`src/rtl/m72_pkg.sv`:
```
// Shared constants for the M72 interrupt controller.
package m72_pkg;

  // I/O register offsets (byte address bits [2:1])
  localparam logic [1:0] INT_REG_EOI    = 2'd0;
  localparam logic [1:0] INT_REG_VEC    = 2'd1;
  localparam logic [1:0] INT_REG_MASK   = 2'd2;
  localparam logic [1:0] INT_REG_RASTER = 2'd3;

  // Interrupt levels; lower index wins
  localparam int unsigned LVL_VBL = 0;
  localparam int unsigned LVL_RAS = 1;

  // Low vector bits per source
  localparam logic [2:0] VEC_VBL_LO  = 3'd0;
  localparam logic [2:0] VEC_RAS_LO  = 3'd2;
  localparam logic [2:0] VEC_SPUR_LO = 3'd7;

  // Lines per frame; raster lines at or beyond this never occur
  localparam logic [8:0] FRAME_LINES = 9'd284;

endpackage

```
`src/rtl/m72_int_ctrl_if.sv`:
```
// CPU I/O register bus seen by the interrupt controller.
interface m72_int_ctrl_if;
  logic        io_cs;
  logic [1:0]  io_addr;
  logic        io_we;
  logic [1:0]  io_sel;
  logic [15:0] io_din;
  logic [15:0] io_dout;
  logic        io_ack;

  modport master (
    output io_cs, io_addr, io_we, io_sel, io_din,
    input  io_dout, io_ack
  );

  modport slave (
    input  io_cs, io_addr, io_we, io_sel, io_din,
    output io_dout, io_ack
  );
endinterface

```
`src/rtl/m72_line_event.sv`:
```
// Beam position compare with a single-clock pulse on the rising edge of the match.
module m72_line_event #(
  parameter logic [8:0] TRIG_H = 9'd0
) (
  input  logic       clock,
  input  logic       reset_n,
  input  logic [8:0] h_count,
  input  logic [8:0] v_count,
  input  logic [8:0] line,
  input  logic       enable,
  output logic       pulse
);

  logic match;
  logic match_q;

  assign match = enable && (v_count == line) && (h_count == TRIG_H);
  assign pulse = match & ~match_q;

  // Remember the previous match so a held match fires only once
  always_ff @(posedge clock or negedge reset_n) begin
    if (!reset_n) match_q <= 1'b0;
    else          match_q <= match;
  end

endmodule

```
`src/rtl/m72_int_ctrl.sv`:
```
// M72 interrupt controller: vblank/raster events, priority, ack vectoring, I/O registers.
module m72_int_ctrl
  import m72_pkg::*;
#(
  parameter logic [8:0] VBL_LINE  = 9'd256,
  parameter logic [8:0] TRIG_H    = 9'd0,
  parameter logic [7:0] VEC_RESET = 8'h20
) (
  input  logic         clock,
  input  logic         reset_n,
  input  logic [8:0]   h_count,
  input  logic [8:0]   v_count,
  m72_int_ctrl_if.slave io,
  output logic         int_rq,
  input  logic         int_ack,
  output logic [7:0]   vector
);

  logic [1:0]  pend_q, pend_d, pend_clr;
  logic [1:0]  isr_q, isr_d, isr_set, isr_clr;
  logic [1:0]  mask_q;
  logic [4:0]  vec_hi_q;
  logic [8:0]  raster_q;
  logic        io_ack_q;
  logic [15:0] io_dout_q;
  logic [15:0] rdata;
  logic        int_rq_q, int_rq_d;
  logic [7:0]  vector_q, vector_d;
  logic        int_ack_q;
  logic        vbl_pulse, ras_pulse;
  logic        access, wr, ack_edge;
  logic [1:0]  eligible;
  logic        unused_din;

  assign unused_din = ^io.io_din[15:9];

  m72_line_event #(.TRIG_H(TRIG_H)) u_vbl_event (
    .clock   (clock),
    .reset_n (reset_n),
    .h_count (h_count),
    .v_count (v_count),
    .line    (VBL_LINE),
    .enable  (1'b1),
    .pulse   (vbl_pulse)
  );

  m72_line_event #(.TRIG_H(TRIG_H)) u_ras_event (
    .clock   (clock),
    .reset_n (reset_n),
    .h_count (h_count),
    .v_count (v_count),
    .line    (raster_q),
    .enable  (raster_q < FRAME_LINES),
    .pulse   (ras_pulse)
  );

  assign access   = io.io_cs & ~io_ack_q;
  assign wr       = access & io.io_we;
  assign ack_edge = int_ack & ~int_ack_q;
  assign eligible = pend_q & ~mask_q;

  assign io.io_ack  = io_ack_q;
  assign io.io_dout = io_dout_q;
  assign int_rq     = int_rq_q;
  assign vector     = vector_q;

  // Ack latching, EOI clearing, request priority and read mux
  always_comb begin
    pend_clr = 2'b00;
    isr_set  = 2'b00;
    isr_clr  = 2'b00;
    vector_d = vector_q;
    rdata    = 16'h0000;

    if (ack_edge) begin
      if (eligible[LVL_VBL]) begin
        pend_clr[LVL_VBL] = 1'b1;
        isr_set[LVL_VBL]  = 1'b1;
        vector_d          = {vec_hi_q, VEC_VBL_LO};
      end else if (eligible[LVL_RAS]) begin
        pend_clr[LVL_RAS] = 1'b1;
        isr_set[LVL_RAS]  = 1'b1;
        vector_d          = {vec_hi_q, VEC_RAS_LO};
      end else begin
        vector_d = {vec_hi_q, VEC_SPUR_LO};
      end
    end

    if (wr && (io.io_addr == INT_REG_EOI) && io.io_sel[0]) begin
      if (isr_q[LVL_VBL])      isr_clr[LVL_VBL] = 1'b1;
      else if (isr_q[LVL_RAS]) isr_clr[LVL_RAS] = 1'b1;
    end

    // A new event in the same cycle as its ack keeps the level pending
    pend_d = (pend_q & ~pend_clr) | {ras_pulse, vbl_pulse};
    isr_d  = (isr_q & ~isr_clr) | isr_set;

    // Raster only requests with nothing in service; vblank only blocked by itself
    int_rq_d = (eligible[LVL_VBL] & ~isr_q[LVL_VBL]) | (eligible[LVL_RAS] & ~|isr_q);

    case (io.io_addr)
      INT_REG_EOI:    rdata = {12'h000, isr_q, pend_q};
      INT_REG_VEC:    rdata = {8'h00, vec_hi_q, VEC_RESET[2:0]};
      INT_REG_MASK:   rdata = {14'h0000, mask_q};
      INT_REG_RASTER: rdata = {7'h00, raster_q};
      default:        rdata = 16'h0000;
    endcase
  end

  // Interrupt state, bus handshake and output registers
  always_ff @(posedge clock or negedge reset_n) begin
    if (!reset_n) begin
      pend_q    <= 2'b00;
      isr_q     <= 2'b00;
      int_rq_q  <= 1'b0;
      vector_q  <= VEC_RESET;
      int_ack_q <= 1'b0;
      io_ack_q  <= 1'b0;
      io_dout_q <= 16'h0000;
    end else begin
      pend_q    <= pend_d;
      isr_q     <= isr_d;
      int_rq_q  <= int_rq_d;
      vector_q  <= vector_d;
      int_ack_q <= int_ack;
      io_ack_q  <= access;
      if (access) io_dout_q <= rdata;
    end
  end

  // Configuration registers, written on the clock where io_ack rises
  always_ff @(posedge clock or negedge reset_n) begin
    if (!reset_n) begin
      vec_hi_q <= VEC_RESET[7:3];
      mask_q   <= 2'b00;
      raster_q <= 9'd0;
    end else if (wr) begin
      case (io.io_addr)
        INT_REG_VEC:  if (io.io_sel[0]) vec_hi_q <= io.io_din[7:3];
        INT_REG_MASK: if (io.io_sel[0]) mask_q <= io.io_din[1:0];
        INT_REG_RASTER: begin
          if (io.io_sel[0]) raster_q[7:0] <= io.io_din[7:0];
          if (io.io_sel[1]) raster_q[8] <= io.io_din[8];
        end
        default: ;
      endcase
    end
  end

endmodule

```
`src/flat_wrapper.sv`:
```
// flat-port wrapper written by rule: the top's interface ports become plain ports
module m72_int_ctrl_flat import m72_pkg::*;
#(
  parameter logic [8:0] VBL_LINE  = 9'd256,
  parameter logic [8:0] TRIG_H    = 9'd0,
  parameter logic [7:0] VEC_RESET = 8'h20
)
  (clock, reset_n, h_count, v_count, int_rq, int_ack, vector, io_io_cs, io_io_addr, io_io_we, io_io_sel, io_io_din, io_io_dout, io_io_ack);
  m72_int_ctrl_if io_i ();
  input  logic clock;
  input  logic reset_n;
  input  logic [8:0] h_count;
  input  logic [8:0] v_count;
  output logic int_rq;
  input  logic int_ack;
  output logic [7:0] vector;
  input wire logic [$bits(io_i.io_cs)-1:0] io_io_cs;
  input wire logic [$bits(io_i.io_addr)-1:0] io_io_addr;
  input wire logic [$bits(io_i.io_we)-1:0] io_io_we;
  input wire logic [$bits(io_i.io_sel)-1:0] io_io_sel;
  input wire logic [$bits(io_i.io_din)-1:0] io_io_din;
  output wire logic [$bits(io_i.io_dout)-1:0] io_io_dout;
  output wire logic [$bits(io_i.io_ack)-1:0] io_io_ack;
  assign io_i.io_cs = io_io_cs;
  assign io_i.io_addr = io_io_addr;
  assign io_i.io_we = io_io_we;
  assign io_i.io_sel = io_io_sel;
  assign io_i.io_din = io_io_din;
  assign io_io_dout = io_i.io_dout;
  assign io_io_ack = io_i.io_ack;
  m72_int_ctrl #(.VBL_LINE(VBL_LINE), .TRIG_H(TRIG_H), .VEC_RESET(VEC_RESET)) u_core (.clock(clock), .reset_n(reset_n), .h_count(h_count), .v_count(v_count), .io(io_i), .int_rq(int_rq), .int_ack(int_ack), .vector(vector));
endmodule
```
`config.mk`:
```
export PLATFORM = sky130hd
export DESIGN_NAME = m72_int_ctrl_flat
export DESIGN_NICKNAME = d
export VERILOG_FILES = /design/src/rtl/m72_pkg.sv /design/src/rtl/m72_int_ctrl_if.sv /design/src/rtl/m72_line_event.sv /design/src/rtl/m72_int_ctrl.sv /design/src/flat_wrapper.sv
export SDC_FILE = /design/constraint.sdc
export NUM_CORES = 1
export LEC_CHECK = 0
export CELL_PAD_IN_SITES_DETAIL_PLACEMENT = 1
export CELL_PAD_IN_SITES_GLOBAL_PLACEMENT = 2
export CORE_MARGIN = 2
export CORE_UTILIZATION = 29
export CTS_BUF_LIST = sky130_fd_sc_hd__clkbuf_8
export CTS_CLUSTER_DIAMETER = 200
export DETAILED_ROUTE_END_ITERATION = 16
export PLACE_DENSITY_LB_ADDON = 0.2
export REMOVE_ABC_BUFFERS = 1
export SYNTH_ARGS = -nofsm -noshare
export SYNTH_HDL_FRONTEND = slang
export SYNTH_SLANG_ARGS = --single-unit
export TNS_END_PERCENT = 20
```
`constraint.sdc`:
```
create_clock -name clock -period 1.7 [get_ports clock]
set_input_delay 0.255 -clock clock [delete_from_list [all_inputs] [get_ports clock]]
set_output_delay 0.255 -clock clock [all_outputs]
set_load 0.02 [all_outputs]
```
==> run_results.csv <==
group,metric,value,unit
clock_tree,cts-resized-gates,0,
drt,routed_wl,5020,µm
clock_tree,clk_latency,0.29,ns
logic_synthesis,synth_fa_ha_area_frac,0,
die,die_w,85.6,µm
final_layout,drive_gt1_frac,0.211,
sta,finalHoldViolCount,0,
min_path,hold_path.class,"in -> async",
setup_path,rr_worst_depth,3,
die,io_pins,69,
sta,hold_slack,0.0208,ns
sta,min_period,1.58,ns
setup_path,critical_path_required,1.88,ns
clock_tree,clock_path_buffers,2,
clock_tree,htree_num_levels,2,
sta,setup_viol,0,
pwr,powerDensity,999,nW/µm²
run,cap_violations,0,
logic_synthesis,synth_area,1930,µm²
drt,vias,1454,
logic_synthesis,synthFlopType,"dfrtp_1",
logic_synthesis,synth_top_area_share,0.506,
logic_synthesis,synth-simple-area-share,0.147,
global_route,grt_pass1_vias,1646,
drt,viasPerCell,4.77,
setup_path,cp-start-kind,"primary input",
die,dieHeight,85.6,µm
logic_synthesis,ys_warn_count,0,
placed_design,gp_congestion,0.798,
pwr,p_int,1.85,mW
drt,wl_per_cell,16.5,µm
setup_path,worstSetupPathType,"in -> reg",
final_layout,layout.nets,270,
die,initial_core_util,0.302,
pwr,power_frac_comb,0.260,
drt,remaining_drc_errors,0,
sta,slew_violations,0,
global_route,grt_pass1_wl,8520,µm
setup_path,cp_data_arrival_time,1.76,ns
pwr,seqPwrFrac,0.490,
pwr,p_leak,1.16,nW
placed_design,pre_cts_ws,-0.192,ns
logic_synthesis,synth_mux_area_frac,0.166,
clock_tree,cts_tree,"yes",
global_route,antenna_found_initial,0,
placed_design,numPortBuffers,54,
logic_synthesis,syn_area_per_cell,11.8,µm²
logic_synthesis,ys_top_cells_by_count,"39 x dfrtp_1, 24 x mux2_2, 14 x nand2_1",
sta,relSlewSlack,0.647,
pwr,vdd_ir_drop_max,0.000506,V
die,dieArea,7320,µm²
drt,drt_iter0_markers,40,
outcome,status,"complete, no violations",
logic_synthesis,synth-xor-area-share,0.0363,
sta,fin_ws,0.123,ns
logic_synthesis,synth_most_common_cell,"dfrtp_1",
pwr,switching_share,0.300,
pwr,p_clk_frac,0.250,
pwr,p_sw,0.795,mW
die,design.core.area,6390,µm²
drt,drtPass1Iterations,4,
logic_synthesis,synthTopCellsByArea,"dfrtp_1 51%, mux2_2 14%, xor2_1 3.6%",
logic_synthesis,syn_inst,163,
logic_synthesis,ys_seq_elements,41,
placed_design,dp_hpwl,4000,µm
logic_synthesis,post-synth-top-area-cell,"dfrtp_1",
logic_synthesis,synth_compound_area_frac,0.0603,
sta,rsz0062_at_grt,"false",
clock_tree,cts_setup_buffers,0,
global_route,grt_max_degree,42,
logic_synthesis,ys_types,30,
global_route,grt_use_total,0.151,
global_route,overflow,0,
setup_path,crit_path_end_kind,"register",
clock_tree,cts_buffers,5,
final_layout,diodes,0,
final_layout,syn2layout_area_growth,37.5,%
logic_synthesis,async_flop_share,1.00,
clock_tree,clockRootBuffer,"clkbuf_8",
sta,worst_slew_pin_slew,0.529,ns
clock_tree,cts_sinks,41,
sta,fin_crit_sh,0.928,
drt,postRouteAntennaNets,0,
setup_path,r2r_slack,0.17,ns
sta,max_freq,634,MHz
die,placementRows,29,
clock_tree,holdBufCountCts,0,
sta,finClkSkew,0.00812,ns
logic_synthesis,yosysSeqAreaShare,0.533,
logic_synthesis,synth_top_family_by_area,"multiplexers",
setup_path,crit_fanout,5,
logic_synthesis,synth_edf_count,0,
clock_tree,cts.clk_slew.worst_paths,0.08,ns
==> stage by stage <==
step | area (µm²) | util | TNS (ns) | instances | total power, mW
2_1_floorplan | 1850 | - | 0 | 156 | 1.62
3_3_place_gp | 2560 | 0.400 | -1.54 | 297 | 1.99
3_5_place_dp | 2560 | 0.400 | -1.84 | 297 | 2.02
4_1_cts | 2650 | 0.415 | 0 | 305 | 2.69
5_1_grt | 2650 | 0.415 | 0 | 305 | 2.82
6_report | 2650 | 0.415 | 0 | 305 | 2.65
==> power groups by stage <==
stage / Sequential (mW) / Combinational [mW] / Clock [mW]
after floorplan: 1.36 / 0.259 / 0
final: 1.30 / 0.690 / 0.661
after CTS: 1.30 / 0.706 / 0.686
after global routing: 1.33 / 0.750 / 0.736
after detailed placement: 1.32 / 0.701 / 0
after global placement: 1.31 / 0.684 / 0
==> final cells by class <==
class | instances | area, µm²
clock inverter | 2 | 11.3
tap | 77 | 96.3
inverter | 1 | 3.75
timing repair buffer | 64 | 613
clock buffer | 6 | 82.6
fill | 723 | 3730
sequential | 41 | 1030
multi-input combinational | 114 | 817
==> path summary, 6_finish.rpt <==
check,from,to
max,io_io_cs,u_core.vec_hi_q[3]
min,reset_n,u_core.int_ack_q
max reg2reg,u_core.io.io_ack,u_core.vec_hi_q[3]
min reg2reg,u_core.u_vbl_event.match_q,u_core.pend_q[0]
max in group asynchronous,reset_n,u_core.io.io_dout[2]
min in group clock,int_ack,u_core.int_ack_q
==> cell usage in the layout (no fill, tap or decap), types with 2 or more instances in the layout <==
cell / netlist / final
a21oi_1: 2 / 2
clkbuf_8: 0 / 6
nand3_1: 2 / 2
inv_1: 1 / 2
mux2_2: 24 / 24
nor2_1: 12 / 12
nand2_1: 14 / 14
nor4_1: 5 / 5
dfrtp_1: 39 / 39
nand2b_1: 5 / 5
xor2_1: 8 / 8
conb_1: 1 / 7
nor3_1: 3 / 3
clkdlybuf4s50_1: 0 / 52
o31ai_1: 2 / 2
buf_4: 8 / 10
dfstp_2: 2 / 2
mux2i_1: 5 / 5
a221oi_1: 3 / 3
o21ai_0: 13 / 13
==> sequential cells by signal, indices dropped and copies added, names as in the netlist <==
| name | cells |
|---|---|
| u_core.isr_q | 2 |
| u_core.mask_q | 2 |
| u_core.int_ack_q | 1 |
| u_core.raster_q | 9 |
| u_core.u_vbl_event.match_q | 1 |
| u_core.io.io_ack | 1 |
| u_core.vector | 7 |
| u_core.pend_q | 2 |
| u_core.u_ras_event.match_q | 1 |
| u_core.io.io_dout | 9 |
| u_core.vec_hi_q | 5 |
| u_core.int_rq | 1 |
==> worst max-delay path, stage by stage <==
cell,delay (ns)
clkdlybuf4s50_1,0.54
nand4b_4,0.17
nor3b_4,0.41
mux2_2,0.38
==> logic make-up after synthesis <==
kind of cell / count (synthesis)
buffers and inverters: 14
xor gates and xnor gates: 8
other: 1
and+or+nand+nor: 50
DFF: 41
AOI/OAI and AO/OA: 20
muxes: 29
==> metal layers <==
layer | up-vias | track usage | part of all wire
li1 | 678 | - | -
met1 | 732 | 0.197 | 0.44
met2 | 39 | 0.253 | 0.50
met3 | 5 | 0.0366 | 0.045
met4 | 0 | 0.0346 | 0.0088
met5 | - | 0 | 0
(Power assumes the default switching activity.)
